[config.mk]
export PLATFORM = sky130hd
export DESIGN_NAME = alu_scheduler
export DESIGN_NICKNAME = d
export VERILOG_FILES = /design/src/rtl/alu_scheduler.sv
export SDC_FILE = /design/constraint.sdc
export NUM_CORES = 1
export LEC_CHECK = 0
export CORE_ASPECT_RATIO = 0.5
export CORE_MARGIN = 2
export CORE_UTILIZATION = 38
export DETAILED_ROUTE_END_ITERATION = 10
export PLACE_DENSITY = 0.8
export SLEW_MARGIN = 5
export SYNTH_ARGS = -nofsm -noshare
export SYNTH_HDL_FRONTEND = slang
export SYNTH_SLANG_ARGS = --single-unit
[constraint.sdc]
create_clock -name clk_i -period 2.64 [get_ports clk_i]
set_input_delay 0.792 -clock clk_i [delete_from_list [all_inputs] [get_ports clk_i]]
set_output_delay 0.792 -clock clk_i [all_outputs]
set_load 0.01 [all_outputs]
[src/rtl/alu_scheduler.sv]
// Round-robin scheduler that shares one combinational ALU between two requesters.
// Operands are registered toward the ALU, and one tagged result is returned at a time with valid/ready handshaking.
module alu_scheduler #(
    parameter int WIDTH      = 32,
    parameter int MUL_CYCLES = 4
) (
    input  logic             clk_i,
    input  logic             rst_i,
    input  logic             req0_valid_i,
    output logic             req0_ready_o,
    input  logic [WIDTH-1:0] req0_data1_i,
    input  logic [WIDTH-1:0] req0_data2_i,
    input  logic [2:0]       req0_ctrl_i,
    input  logic             req1_valid_i,
    output logic             req1_ready_o,
    input  logic [WIDTH-1:0] req1_data1_i,
    input  logic [WIDTH-1:0] req1_data2_i,
    input  logic [2:0]       req1_ctrl_i,
    output logic [WIDTH-1:0] alu_data1_o,
    output logic [WIDTH-1:0] alu_data2_o,
    output logic [2:0]       alu_ctrl_o,
    input  logic [WIDTH-1:0] alu_data_i,
    input  logic             alu_zero_i,
    output logic             resp_valid_o,
    input  logic             resp_ready_i,
    output logic             resp_id_o,
    output logic [WIDTH-1:0] resp_data_o,
    output logic             resp_zero_o,
    output logic             resp_err_o,
    output logic             busy_o
);

    localparam int               CNT_W   = $clog2(MUL_CYCLES) + 1;
    localparam logic [CNT_W-1:0] CNT_MUL = CNT_W'(MUL_CYCLES - 1);
    localparam logic [2:0]       OP_ADD  = 3'b000;
    localparam logic [2:0]       OP_SUB  = 3'b010;
    localparam logic [2:0]       OP_MUL  = 3'b011;
    localparam logic [2:0]       OP_ILL  = 3'b110;

    typedef enum logic [1:0] {
        IDLE = 2'd0,
        EXEC = 2'd1,
        RESP = 2'd2
    } state_t;

    state_t           state_r;
    logic             prio_r;
    logic [CNT_W-1:0] cnt_r;

    logic             grant_s;
    logic             rdy0_s;
    logic             rdy1_s;
    logic             accept_s;
    logic [WIDTH-1:0] sel_data1_s;
    logic [WIDTH-1:0] sel_data2_s;
    logic [2:0]       sel_ctrl_s;

    // Arbitration: a lone valid requester wins; when both are valid, prio breaks the tie.
    always_comb begin
        grant_s     = 1'b0;
        sel_data1_s = req0_data1_i;
        sel_data2_s = req0_data2_i;
        sel_ctrl_s  = req0_ctrl_i;
        if (req0_valid_i && req1_valid_i) begin
            grant_s = prio_r;
        end else if (req1_valid_i) begin
            grant_s = 1'b1;
        end else begin
            grant_s = 1'b0;
        end
        if (grant_s) begin
            sel_data1_s = req1_data1_i;
            sel_data2_s = req1_data2_i;
            sel_ctrl_s  = req1_ctrl_i;
        end else begin
            sel_data1_s = req0_data1_i;
            sel_data2_s = req0_data2_i;
            sel_ctrl_s  = req0_ctrl_i;
        end
        rdy0_s   = (state_r == IDLE) && req0_valid_i && !grant_s;
        rdy1_s   = (state_r == IDLE) && req1_valid_i && grant_s;
        accept_s = rdy0_s || rdy1_s;
    end

    assign req0_ready_o = rdy0_s;
    assign req1_ready_o = rdy1_s;
    assign resp_valid_o = (state_r == RESP);
    assign busy_o       = (state_r != IDLE);

    // Scheduler FSM: holds the ALU operands, counts down the MUL path, and parks the result until it is taken.
    always_ff @(posedge clk_i or negedge rst_i) begin
        if (!rst_i) begin
            state_r     <= IDLE;
            prio_r      <= 1'b0;
            cnt_r       <= '0;
            alu_data1_o <= '0;
            alu_data2_o <= '0;
            alu_ctrl_o  <= OP_ADD;
            resp_id_o   <= 1'b0;
            resp_data_o <= '0;
            resp_zero_o <= 1'b0;
            resp_err_o  <= 1'b0;
        end else begin
            case (state_r)
                IDLE: begin
                    if (accept_s) begin
                        alu_data1_o <= sel_data1_s;
                        alu_data2_o <= sel_data2_s;
                        alu_ctrl_o  <= sel_ctrl_s;
                        resp_id_o   <= grant_s;
                        prio_r      <= ~grant_s;
                        if (sel_ctrl_s == OP_ILL) begin
                            state_r     <= RESP;
                            cnt_r       <= '0;
                            resp_err_o  <= 1'b1;
                            resp_data_o <= '0;
                            resp_zero_o <= 1'b0;
                        end else begin
                            state_r <= EXEC;
                            cnt_r   <= (sel_ctrl_s == OP_MUL) ? CNT_MUL : '0;
                        end
                    end
                end
                EXEC: begin
                    if (cnt_r == '0) begin
                        resp_data_o <= alu_data_i;
                        resp_zero_o <= (alu_ctrl_o == OP_SUB) ? alu_zero_i : 1'b0;
                        resp_err_o  <= 1'b0;
                        state_r     <= RESP;
                    end else begin
                        cnt_r <= cnt_r - {{(CNT_W-1){1'b0}}, 1'b1};
                    end
                end
                RESP: begin
                    if (resp_ready_i) begin
                        state_r <= IDLE;
                    end
                end
                default: begin
                    state_r <= IDLE;
                end
            endcase
        end
    end

endmodule

==> impl_summary.log <==
[metrics] remaining global-route overflow: 0
[metrics] net switching fraction of the power: 0.355
[metrics] Gate Count Post-Synth: 449
[metrics] proportion of layout cells with a drive suffix above 1: 0.0591
[metrics] post-route clock skew: 0.00715 ns
[metrics] Final Hold Viols: 0
[metrics] Synth async-reset ratio: 1.00
[metrics] nets: 897
[metrics] Final setup violation count: 0
[metrics] top cells by area in the synthesized netlist: sky130_fd_sc_hd__dfrtp_1, sky130_fd_sc_hd__mux2i_1, sky130_fd_sc_hd__a22o_1
[metrics] commonest cells after routing, fill and taps aside: sky130_fd_sc_hd__clkdlybuf4s50_1, sky130_fd_sc_hd__dfrtp_1, sky130_fd_sc_hd__mux2i_1, sky130_fd_sc_hd__nand2_1, sky130_fd_sc_hd__o21ai_1
[metrics] multi-input combinational cell area: 2010 um2
[metrics] H-Tree Depth: 3
[metrics] peak supply drop: 0.000457 V
[metrics] Std-Cell Rows: 29
[metrics] clock buffer depth: 2
[metrics] root cell of the clock tree: sky130_fd_sc_hd__clkbuf_16
[metrics] distinct cell type count of the synthesized netlist: 30
[metrics] worst reg2reg path depth: 7
[metrics] routed length per instance: 16.4 um
[metrics] unrepaired setup endpoints after global routing: no
[metrics] Hold Worst Slack: 0.394 ns
[metrics] internal power consumption: 5.36 mW
[metrics] critical path required time: 1.85 ns
[metrics] relative contribution of the clock network to total power: 0.155
[metrics] clock buffers created by TritonCTS: 9
[metrics] fraction of power consumed by sequential logic: 0.342
[metrics] library cell occupying the most area in the post-synthesis netlist: sky130_fd_sc_hd__dfrtp_1
[metrics] max-slew violations: 0
[metrics] transition at the pin with the smallest max-transition slack: 0.509 ns
[metrics] Crit Path Class: in2out
[metrics] clock transition at the registers of the reported paths: 0.07 ns
[metrics] final wirelength: 14700 um
[metrics] Die Area: 13700 um2
[metrics] Post-CTS Hold Buffers: 0
[metrics] commonest non-fill, non-tap cell in the layout: sky130_fd_sc_hd__clkdlybuf4s50_1
[metrics] Util after Layout: 0.653
[metrics] post-route clock period utilization: 0.986
[metrics] vertical die dimension: 83.9 um
[metrics] main flop type after synthesis: sky130_fd_sc_hd__dfrtp_1
[metrics] layout overhead on the synthesized area: 68.9%
[metrics] logic gate share of total power: 0.503
[metrics] net switching power of the design: 2.94 mW
[metrics] IO Pins: 278
[metrics] area of the core: 12600 um2
[metrics] Critical Path Slowest Stage Cell: sky130_fd_sc_hd__clkdlybuf4s50_1
[metrics] CTS sink cnt: 108
[metrics] initial antenna violation count: 0
[metrics] DP Wirelength: 11400 um
[metrics] register-to-register path setup slack: 0.74 ns
[metrics] clock tree from TritonCTS: yes
[metrics] cell type group with the largest total delay on the critical path: buffers and inverters
[metrics] number of buffers added on ports: 277
[metrics] Max Fanout on Critical Path: 3
[metrics] cell chain of the critical path: clkdlybuf4s50_1 > nand2_4 > nor2_1 > dlygate4sd2_1
[metrics] maximum number of pins on one net before global-route repair: 79
[metrics] fmax: 0.384 GHz
[metrics] static leakage power: 3.67 nW
[metrics] normalized max-slew margin: 0.657
[metrics] sum of buffers and inverters on the critical path: 2
[metrics] FF+latch count, synth: 108
[metrics] iteration-0 DRC count of the detailed router: 212
[metrics] largest incremental delay on the critical path: 0.55 ns
[metrics] total standard cell area after synthesis: 4850 um2
[metrics] synthesized netlist net count: 623
[metrics] post-layout minimum cycle time: 2.60 ns
[metrics] path type of the worst min-delay path: in2async
[metrics] DRC: 0
[metrics] count of fill cells added during filler insertion: 1035
[metrics] synthesis warning total: 0
[metrics] Worst Path Arrival: 1.81 ns
[metrics] clk_lat worst skew: 0.34 ns
[metrics] kind of capture point of the worst setup path: output pin
[metrics] routability congestion estimate from global placement: 0.818
[metrics] top cell type's share of synthesized area: 0.557
[metrics] capture instance of the worst register-to-register path: resp_zero_o
[metrics] part of the Yosys area used for sequential elements: 0.557
[metrics] flip-flop and latch area: 2700 um2
[metrics] number of enable-type register cells in the synthesized netlist: 0
[metrics] crit start category: primary input
[metrics] reg-to-reg critical path startpoint: prio_r
[metrics] Via Count: 4344
[metrics] diodes inserted: 0
[metrics] status: finished clean
[metrics] areal power density over the cells: 1010 nW/um2
[metrics] vias in the first global route: 4614
[metrics] first-pass GRT wire length: 23700 um
[metrics] GRT Total Usage: 0.219
[metrics] antenna viol nets, final: 0
[metrics] Vias/cell: 4.84
[metrics] initial cell density of the core: 0.387
[metrics] mean post-synth cell area: 10.8 um2
[metrics] horizontal die dimension: 164 um
[metrics] max-cap check violation count: 0
[metrics] drt first pass iters: 4
==> power by group through the flow <==
stage          clock (mW)  combinational (mW)  sequential (mW)
2_1_floorplan           0                1.58             3.16
3_3_place_gp            0                4.11             2.84
3_5_place_dp            0                4.21             2.86
4_1_cts              1.32                4.23             2.85
5_1_grt              1.39                4.53             2.94
6_report             1.28                4.18             2.84
==> kinds of logic (layout without fill, tap and decap cells) <==
group           Yosys count  count (layout)  synth area share
compound gates          116             116             0.151
fa+ha+maj                 2               2           0.00516
buf+inv                  39             318            0.0353
flops                   108             108             0.557
mux                      67              67             0.138
simple gates            117             117             0.114
==> cell type report <==
type,count,area share
Clock buffer,10,0.0292
Clock inverter,6,0.00595
Inverter,7,0.00321
Multi-Input combinational cell,302,0.246
Sequential cell,108,0.330
Tap cell,170,0.0259
Timing Repair Buffer,295,0.360
==> Yosys cell counts, types with 2 or more instances <==
library cell	instances
sky130_fd_sc_hd__nand2b_1	26
sky130_fd_sc_hd__buf_4	2
sky130_fd_sc_hd__a21oi_1	30
sky130_fd_sc_hd__nand3b_1	2
sky130_fd_sc_hd__a22o_1	33
sky130_fd_sc_hd__o21ai_1	45
sky130_fd_sc_hd__nor2_1	30
sky130_fd_sc_hd__buf_2	14
sky130_fd_sc_hd__mux2i_1	67
sky130_fd_sc_hd__ha_1	2
sky130_fd_sc_hd__nor2b_1	2
sky130_fd_sc_hd__nand3_1	2
sky130_fd_sc_hd__clkbuf_1	16
sky130_fd_sc_hd__o21ai_0	2
sky130_fd_sc_hd__inv_1	6
sky130_fd_sc_hd__dfrtp_1	108
sky130_fd_sc_hd__nand2_1	48
sky130_fd_sc_hd__o211ai_1	2
==> per-layer routing <==
| layer | routed length (um) | vias to the layer above | GRT usage |
|---|---|---|---|
| met5 | 0 | - | 0 |
| met1 | 5790 | 2098 | 0.249 |
| met2 | 8050 | 100 | 0.411 |
| met4 | 390 | 0 | 0.0718 |
| li1 | - | 2115 | - |
| met3 | 480 | 31 | 0.0427 |
==> worst register-to-register path, cell delays in order (launching register included) <==
cell	delay (ns)
sky130_fd_sc_hd__dfrtp_1	0.40
sky130_fd_sc_hd__nand2b_1	0.20
sky130_fd_sc_hd__buf_4	0.16
sky130_fd_sc_hd__buf_4	0.13
sky130_fd_sc_hd__a21oi_1	0.34
sky130_fd_sc_hd__o32ai_4	0.14
sky130_fd_sc_hd__buf_12	0.19
sky130_fd_sc_hd__a22o_1	0.23
==> registers in the layout, summed over array words and instances (netlist names) <==
signal,count
resp_id_o,1
alu_data1_o,32
resp_err_o,1
cnt_r,3
resp_zero_o,1
resp_data_o,32
prio_r,1
state_r,2
alu_data2_o,32
alu_ctrl_o,3
==> per-stage QoR <==
stage / setup TNS (ns) / setup WS, ns / std cells / instance area, um2 / power [mW]
floorplan: 0 / 0.102 / 449 / 4850 / 4.74
global placement: -0.775 / -0.335 / 881 / 7900 / 6.95
detailed placement: -2.48 / -0.355 / 881 / 7900 / 7.07
CTS: 0 / 0.0416 / 898 / 8200 / 8.40
global route: 0 / 0.0144 / 898 / 8200 / 8.86
finish: 0 / 0.0360 / 898 / 8200 / 8.30
==> how the worst max path moves through the flow <==
stage,depth (start not counted),slack (ns),start,to
2_1_floorplan,5,0.10,req1_valid_i,req1_ready_o
3_3_place_gp,4,-0.33,req0_valid_i,req0_ready_o
3_5_place_dp,4,-0.36,req0_valid_i,req0_ready_o
4_1_cts,4,0.04,req1_valid_i,req1_ready_o
5_1_grt,4,0.01,req1_valid_i,req1_ready_o
6_report,4,0.04,req1_valid_i,req1_ready_o
==> repair_timing <==
item / 4_1_cts / 5_1_grt
buffers inserted: 1 / 0
gates resized for setup: 5 / 0
setup endpoints to repair: 2 / 0
No activity file was read; power rests on OpenSTA's default activity.
